===== src/rtl/expr_eval_pkg.sv =====
// Shared types, character constants and classification helpers for the
// digit/operator expression stream.
package expr_eval_pkg;

  typedef enum logic [1:0] {START, OPND, OPER, ERR} state_t;

  localparam logic [7:0] CH_0    = 8'h30;
  localparam logic [7:0] CH_9    = 8'h39;
  localparam logic [7:0] CH_PLUS = 8'h2B;
  localparam logic [7:0] CH_STAR = 8'h2A;

  function automatic logic is_digit(input logic [7:0] ch);
    return (ch >= CH_0) && (ch <= CH_9);
  endfunction

  function automatic logic is_op(input logic [7:0] ch);
    return (ch == CH_PLUS) || (ch == CH_STAR);
  endfunction

  function automatic logic [3:0] digit_val(input logic [7:0] ch);
    logic [7:0] t;
    t = ch - CH_0;
    return t[3:0];
  endfunction

endpackage


===== src/rtl/expr_char_decode.sv =====
// Combinational character classifier, shared with the recogniser stage.
module expr_char_decode
  import expr_eval_pkg::*;
(
  input  logic [7:0] ch,
  output logic       is_dig,
  output logic       is_plus,
  output logic       is_star,
  output logic       is_bad,
  output logic [3:0] dval
);

  always_comb begin
    is_dig  = is_digit(ch);
    is_plus = (ch == CH_PLUS);
    is_star = (ch == CH_STAR);
    is_bad  = !is_digit(ch) && !is_op(ch);
    dval    = digit_val(ch);
  end

endmodule


===== src/rtl/expr_eval.sv =====
// Streaming evaluator for single-digit '+'/'*' expressions, '*' binding tighter.
// Optional sticky wrap flag built only when EXPR_EVAL_OVF_EN is defined.
module expr_eval
  import expr_eval_pkg::*;
#(
  parameter int WIDTH = 32
) (
  input  logic             clk,
  input  logic             clr_n,
  input  logic             restart,
  input  logic             in_valid,
  input  logic [7:0]       in,
  output logic [WIDTH-1:0] result,
  output logic             res_valid,
  output logic             err,
  output logic             ovf
);

  logic       dg, pl, st, bad;
  logic [3:0] dval;

  expr_char_decode u_dec (
    .ch(in), .is_dig(dg), .is_plus(pl), .is_star(st), .is_bad(bad), .dval(dval)
  );

  state_t state, nxt;

  always_ff @(posedge clk or negedge clr_n) begin
    if (!clr_n)        state <= START;
    else if (restart)  state <= START;
    else if (in_valid) state <= nxt;
  end

  always_comb begin
    nxt = state;
    unique case (state)
      START, OPND: nxt = dg ? OPER : ERR;
      OPER:        nxt = (bad || dg) ? ERR : OPND;
      default:     nxt = ERR;
    endcase
  end

  always_comb begin
    res_valid = (state == OPER);
    err       = (state == ERR);
  end

  logic [WIDTH-1:0] acc, term, term_new, rsum, asum;
  logic             mul_pend;
  logic [WIDTH-1:0] dext;
  logic             take_dig, take_plus, take_star;

  assign dext      = {{(WIDTH-4){1'b0}}, dval};
  assign take_dig  = in_valid && !restart && dg && (state == START || state == OPND);
  assign take_plus = in_valid && !restart && pl && (state == OPER);
  assign take_star = in_valid && !restart && st && (state == OPER);

`ifdef EXPR_EVAL_OVF_EN
  logic [WIDTH+3:0] prod;
  logic [WIDTH:0]   rsum_w, asum_w;
  logic             ovf_r;

  assign prod     = {4'b0, term} * {4'b0, dext};
  assign term_new = mul_pend ? prod[WIDTH-1:0] : dext;
  assign rsum_w   = {1'b0, acc} + {1'b0, term_new};
  assign asum_w   = {1'b0, acc} + {1'b0, term};
  assign rsum     = rsum_w[WIDTH-1:0];
  assign asum     = asum_w[WIDTH-1:0];

  // Any dropped high bit from either the product or a sum sticks until cleared.
  always_ff @(posedge clk or negedge clr_n) begin
    if (!clr_n)       ovf_r <= 1'b0;
    else if (restart) ovf_r <= 1'b0;
    else if ((take_dig && ((mul_pend && prod[WIDTH+3:WIDTH] != 4'd0) || rsum_w[WIDTH])) ||
             (take_plus && asum_w[WIDTH]))
      ovf_r <= 1'b1;
  end
  assign ovf = ovf_r;
`else
  assign term_new = mul_pend ? term * dext : dext;
  assign rsum     = acc + term_new;
  assign asum     = acc + term;
  assign ovf      = 1'b0;
`endif

  always_ff @(posedge clk or negedge clr_n) begin
    if (!clr_n) begin
      acc      <= '0;
      term     <= '0;
      result   <= '0;
      mul_pend <= 1'b0;
    end else if (restart) begin
      acc      <= '0;
      term     <= '0;
      result   <= '0;
      mul_pend <= 1'b0;
    end else begin
      if (take_dig) begin
        term   <= term_new;
        result <= rsum;
      end
      if (take_plus) begin
        acc      <= asum;
        mul_pend <= 1'b0;
      end
      if (take_star) mul_pend <= 1'b1;
    end
  end

endmodule

===== config.mk =====
export PLATFORM = sky130hd
export DESIGN_NAME = expr_eval
export DESIGN_NICKNAME = d
export VERILOG_FILES = /design/src/rtl/expr_eval_pkg.sv /design/src/rtl/expr_char_decode.sv /design/src/rtl/expr_eval.sv
export SDC_FILE = /design/constraint.sdc
export NUM_CORES = 1
export LEC_CHECK = 0
export ABC_AREA = 1
export CORE_MARGIN = 4
export CORE_UTILIZATION = 45
export CTS_BUF_LIST = sky130_fd_sc_hd__clkbuf_8
export DETAILED_ROUTE_END_ITERATION = 7
export HOLD_SLACK_MARGIN = 0.05
export PLACE_DENSITY = 0.72
export SYNTH_ARGS = -nofsm -noshare
export SYNTH_HDL_FRONTEND = slang
export SYNTH_SLANG_ARGS = --single-unit

===== constraint.sdc =====
create_clock -name clk -period 5.6 [get_ports clk]
set_input_delay 0.56 -clock clk [delete_from_list [all_inputs] [get_ports clk]]
set_output_delay 0.56 -clock clk [all_outputs]
set_load 0.1 [all_outputs]

Word level (Yosys, flattened, before mapping)
Cells that the tools add are included.

word-level totals
  bits in registers = 99
  word-level logic and storage cells = 52
  output and inout bits = 35
  bits of input ports = 12

cells by class
  multiplexer cells = 15
  magnitude comparators = 2
  add/subtract/negate cells = 3
  equal/unequal tests = 5
  $mul = 1
  reductions and logical operators = 21

operators by type and width
  kind                                                  number
  two-way mux 32 bit                                    7
  adder 32 bit                                          2
  multiplier 32 x 4 -> 32 bit                           1
  equality test 8 x 6 -> 1 bit (second input constant)  2
  logical AND 1 bit                                     9
  >= comparator 8 x 6 -> 1 bit (second input constant)  1
  <= comparator 8 x 6 -> 1 bit (second input constant)  1
  two-way mux 2 bit                                     3
  nonzero test 2 bit                                    3
  equality test 2 bit (second input constant)           2
  two-way mux 1 bit                                     4
  one-hot mux 2 bit (2 select lines)                    1
  subtractor 4 x 1 -> 4 bit (second input constant)     1
  zero test 1 bit                                       3
  logical OR 1 bit                                      3
  nonzero test 3 bit                                    1
  equality test 2 x 1 -> 1 bit (second input constant)  1
  zero test 2 bit                                       1
  OR reduction 2 bit                                    1

Depth between registers and ports, before layout
  depth after elaboration = 9
  gate-level depth with buffers = 34
  mapped depth without buffers = 32

By module
Synthesis repeated with hierarchy kept, for this count alone.

unflattened totals
  cells, all modules = 1,800
  area, all modules = 11,646.2 um^2

modules (own cells, without submodules)
  module            area an instance (um^2)  times used  sequential area each (um^2)  cells an instance
  expr_eval         11,518.5                 1           2,477.4                      1,772
  expr_char_decode  127.6                    1           0.0                          28

Least setup slack after synthesis
OpenSTA, ideal clock, no wires.

  path type = input-to-reg
  from = in in[2]
  to = reg result[24]
  data arrival time = 4,643 ps
  slack = 832 ps
  data required time = 5,475 ps
  stages = 27
  cells stage by stage = clkbuf_1 buf_1 nand2_1 fa_1 fa_1 inv_1 ha_1 nand2_1 nand2_1 nand2_1 nand3_1 o21ai_0 a21oi_1 ha_1 nand4_1 o21ai_0 nand3_1 o21ai_0 inv_1 nand2_1 nand3_1 nand2_1 nand2_1 nand2_2 nand2_2 a21oi_1 o21ai_1

between the ends
  cells in the longest elaborated chain, start to end = 6
  elaborated cells on any way between the ends = 12
  those cells by class = add/sub: 2; mul: 1; order compare: 2; mux: 3; reduce/logical: 4

ends and longest elaborated chain
  element                      line                 source
  start, declared              expr_eval.sv:12      input logic [7:0] in,
  subtractor 4 x 1 -> 4 bit    expr_eval_pkg.sv:22  t = ch - CH_0;
  multiplier 32 x 4 -> 32 bit  expr_eval.sv:80      assign term_new = mul_pend ? term * dext : dext;
  two-way mux 32 bit           expr_eval.sv:80
  adder 32 bit                 expr_eval.sv:81      assign rsum = acc + term_new;
  two-way mux 32 bit           expr_eval.sv:98      if (take_dig) begin
  two-way mux 32 bit           expr_eval.sv:92      end else if (restart) begin
  end signal, assigned         expr_eval.sv:100     result <= rsum;
  end, declared                expr_eval.sv:13      output logic [WIDTH-1:0] result,

Several ways; a longest one is shown, not always the timed one. The select of a mux whose other input is x is not followed.
A chain may end at the register's enable or synchronous reset.

Final worst setup path
  from = in in[1]
  to = reg result[19]

The elaborated chain is that of the path after synthesis.

==> metrics.csv <==
stage,metric,value,unit
placement,gp_congestion,0.9481,
setup_path,worstPathMaxFanout,15,
status,outcome,"complete, no violations",
synth,ys_seq_elements,99,
cts,clockBufferDepth,2,
synth,synth_top_area_share,21.36,%
sta,finalCritPeriodShare,92.91,%
floorplanning,fp-row-count,58,
pwr,pwr-share-comb,7.0,%
synth,ys_warn_count,0,
synth,netlist_area,11600,um2
synth,synth.distinct_cells,45,
pwr,switching_share,26.73,%
setup_path,cp-end-kind,register,
placement,portBuffers,45,
sta,tns,0,ns
detailed_routing,drt-pass1-iter-count,5,
synth,async_flop_share,100.0,%
floorplanning,die_h,168.5,um
sta,final_hold_viol_count,0,
synth,synth_top_cells_by_count,"nand2_1 (555), inv_1 (374), a21oi_1 (112)",
detailed_routing,route.vias.total,11517,
synth,ys_top_cells_by_area,"dfrtp_1 (21%), nand2_1 (18%), inv_1 (12%), fa_1 (10%), ha_1 (9.1%)",
pwr,intPower,0.0009664,W
global_routing,grt_pass1_wl,54.30,mm
setup_path,crit_path_top_delay_cell,fa_1,
pwr,power_density,102.7,nW/um2
synth,synth_edf_count,0,
floorplanning,core_area,25250,um2
synth,post-synth-top-count-cell,nand2_1,
floorplanning,start_util,45.92,%
cts,postCtsHoldBufs,0,
sta,whs,0.2413,ns
setup_path,critPathMaxStageDelay,0.53,ns
setup_path,start_kind,input port,
sta,min_period,5.203,ns
pwr,p_clk_share,38.6,%
finish,fin_nets,2000,
synth,synth_ff_type,dfrtp_1,
sta,slew_viol_final,0,
placement,hpwl,26.08,mm
cts,cts_tree,built,
job,max_cap_viol_count,0,
sta,fmax,0.1922,GHz
cts,clockRootBuffer,clkbuf_8,
pwr,finalPower,0.001319,W
setup_path,cp_common_cell,nand2_1,
finish,fin_util,50.86,%
floorplanning,die_w,168.5,um
global_routing,antenna_found_initial,0,
global_routing,grt_pass1_vias,11110,
setup_path,crit_type,in -> reg,
sta,skew,0.02166,ns
sta,worstMarginPinSlew,1.160,ns
finish,area_growth,10.76,%
global_routing,grt_max_degree,63,
detailed_routing,drcViolationCount,0,
global_routing,grtUsageTotal,23.26,%
sta,fin_ws,0.3972,ns
pwr,max-vdd-ir-drop,0.09252,mV
synth,synth_top_area_cell,dfrtp_1,
synth,syn_avg_cell_area,6.468,um2
placement,pre_cts_slack,-0.02163,ns
setup_path,arrival,5.46,ns
pwr,share_seq_of_total_power,54.4,%
synth,synth_fp_nets,1948,
setup_path,crit_required,5.86,ns
synth,synth_cells,1793,
detailed_routing,wire_per_inst,14.97,um
global_routing,grt-ovfl-total,0,
sta,slew_headroom,22.55,%
cts,htree_levels,3,
pwr,p_switching,0.0003526,W
detailed_routing,ant_nets,0,
pwr,p_leak,7.539,nW
detailed_routing,wirelength,32.62,mm
hold_path,hold_class,in -> async,
floorplanning,ios,47,
floorplanning,die_area,28400,um2
cts,cts_sinks,99,
sta,finalSetupViolations,0,
cts,clkTransAtPathRegs,0.11,ns
detailed_routing,viasPerCell,5.283,
finish,diodes,0,
detailed_routing,first_iter_violations,1103,
synth,ys_seq_area_share,21.36,%
cts,cts_buffers,9,
finish,drive_above_1_share,6.649,%
cts,insertion_delay,0.39,ns
==> power groups by stage <==
stage	sequential [W]	combinational, W	clock, W
after floorplan	0.000733	0.0000441	0
after global placement	0.000731	0.0000914	0
after detailed placement	0.000731	0.0000930	0
after CTS	0.000717	0.0000931	0.000523
after global routing	0.000718	0.000100	0.000549
final	0.000717	0.0000925	0.000509
==> layer usage <==
layer  up-vias  wire (um)  track usage [%]
met4         0        578            4.975
met5         -          0                0
li1       5730          -                -
met3        42       2013            2.546
met2       342      14460            38.09
met1      5403      15570            33.47
==> metrics by stage <==
stage	instance area [um2]	instances
floorplan	11600	1793
global placement	12590	2163
detailed placement	12590	2163
CTS	12800	2179
global route	12840	2180
finish	12840	2180
==> path summary, 6_finish.rpt <==
kind | cells past startpoint | startpoint | to | slack [ns]
min | 1 | clr_n | term[31] | 0.24
min reg2reg | 2 | result[30] | result[30] | 0.49
max | 30 | in[1] | result[19] | 0.40
max in group asynchronous | 2 | clr_n | term[9] | 4.36
max reg2reg | 28 | term[3] | result[19] | 0.69
min in group clk | 2 | result[30] | result[30] | 0.49
==> state kept, by name, summed over array words and instances (netlist names) <==
| signal | flops |
|---|---|
| acc | 32 |
| mul_pend | 1 |
| state | 2 |
| result | 32 |
| term | 32 |
==> cell type report <==
class,instances,area [um2]
Multi-Input combinational cell,1281,7596
Fill cell,2601,12410
Timing Repair Buffer,78,733.2
Sequential cell,99,2477
Inverter,376,1411
Tap cell,330,412.9
Clock inverter,6,76.32
Clock buffer,10,137.6
==> critical path: cells and delay by family <==
| kind | cells | cell delay [ns] |
|---|---|---|
| AND/OR/NAND/NOR | 16 | 1.60 |
| buffers and inverters | 7 | 1.17 |
| AO/OA/AOI/OAI | 3 | 0.49 |
| adder cells (fa/ha/maj) | 4 | 1.65 |
==> cell families after synthesis <==
logic type | count (synthesis) | synth area share (%)
adder cells (fa/ha/maj) | 143 | 19.25
XOR/XNOR | 15 | 1.133
buffers and inverters | 413 | 13.52
other | 1 | 0.03233
AND/OR/NAND/NOR | 830 | 30.22
AO/OA/AOI/OAI | 292 | 14.49
flip-flops | 99 | 21.36
==> repair_timing <==
| item | 4_1_cts | 5_1_grt |
|---|---|---|
| endpoints found under the setup margin | 0 | 8 |
| setup buffers | 0 | 1 |
| resized for setup | 0 | 11 |
==> placed cells by master (no fill, tap or decap), types with 3 or more instances in the layout <==
master / netlist / final
a32o_1: 7 / 7
o211ai_1: 3 / 3
nand3_2: 9 / 9
xnor2_1: 7 / 7
nand4_1: 31 / 31
ha_2: 0 / 3
a21oi_1: 112 / 111
dfrtp_1: 99 / 99
nand3_1: 73 / 73
nor2_1: 98 / 97
o21ai_1: 8 / 10
clkbuf_8: 0 / 10
nor2_2: 15 / 14
clkdlybuf4s50_1: 0 / 44
o31ai_1: 6 / 5
a22o_1: 20 / 20
nand2_1: 555 / 554
fa_1: 59 / 59
ha_1: 84 / 81
buf_12: 0 / 3
nor3_1: 7 / 7
inv_6: 0 / 4
buf_4: 1 / 31
o21a_1: 7 / 7
o21bai_1: 9 / 9
xor2_1: 8 / 8
nor4_1: 4 / 4
nand2_2: 27 / 28
inv_1: 374 / 374
or2_2: 7 / 7
a31oi_1: 12 / 11
o21ai_0: 97 / 95
No activity file was read; power rests on OpenSTA's default activity.
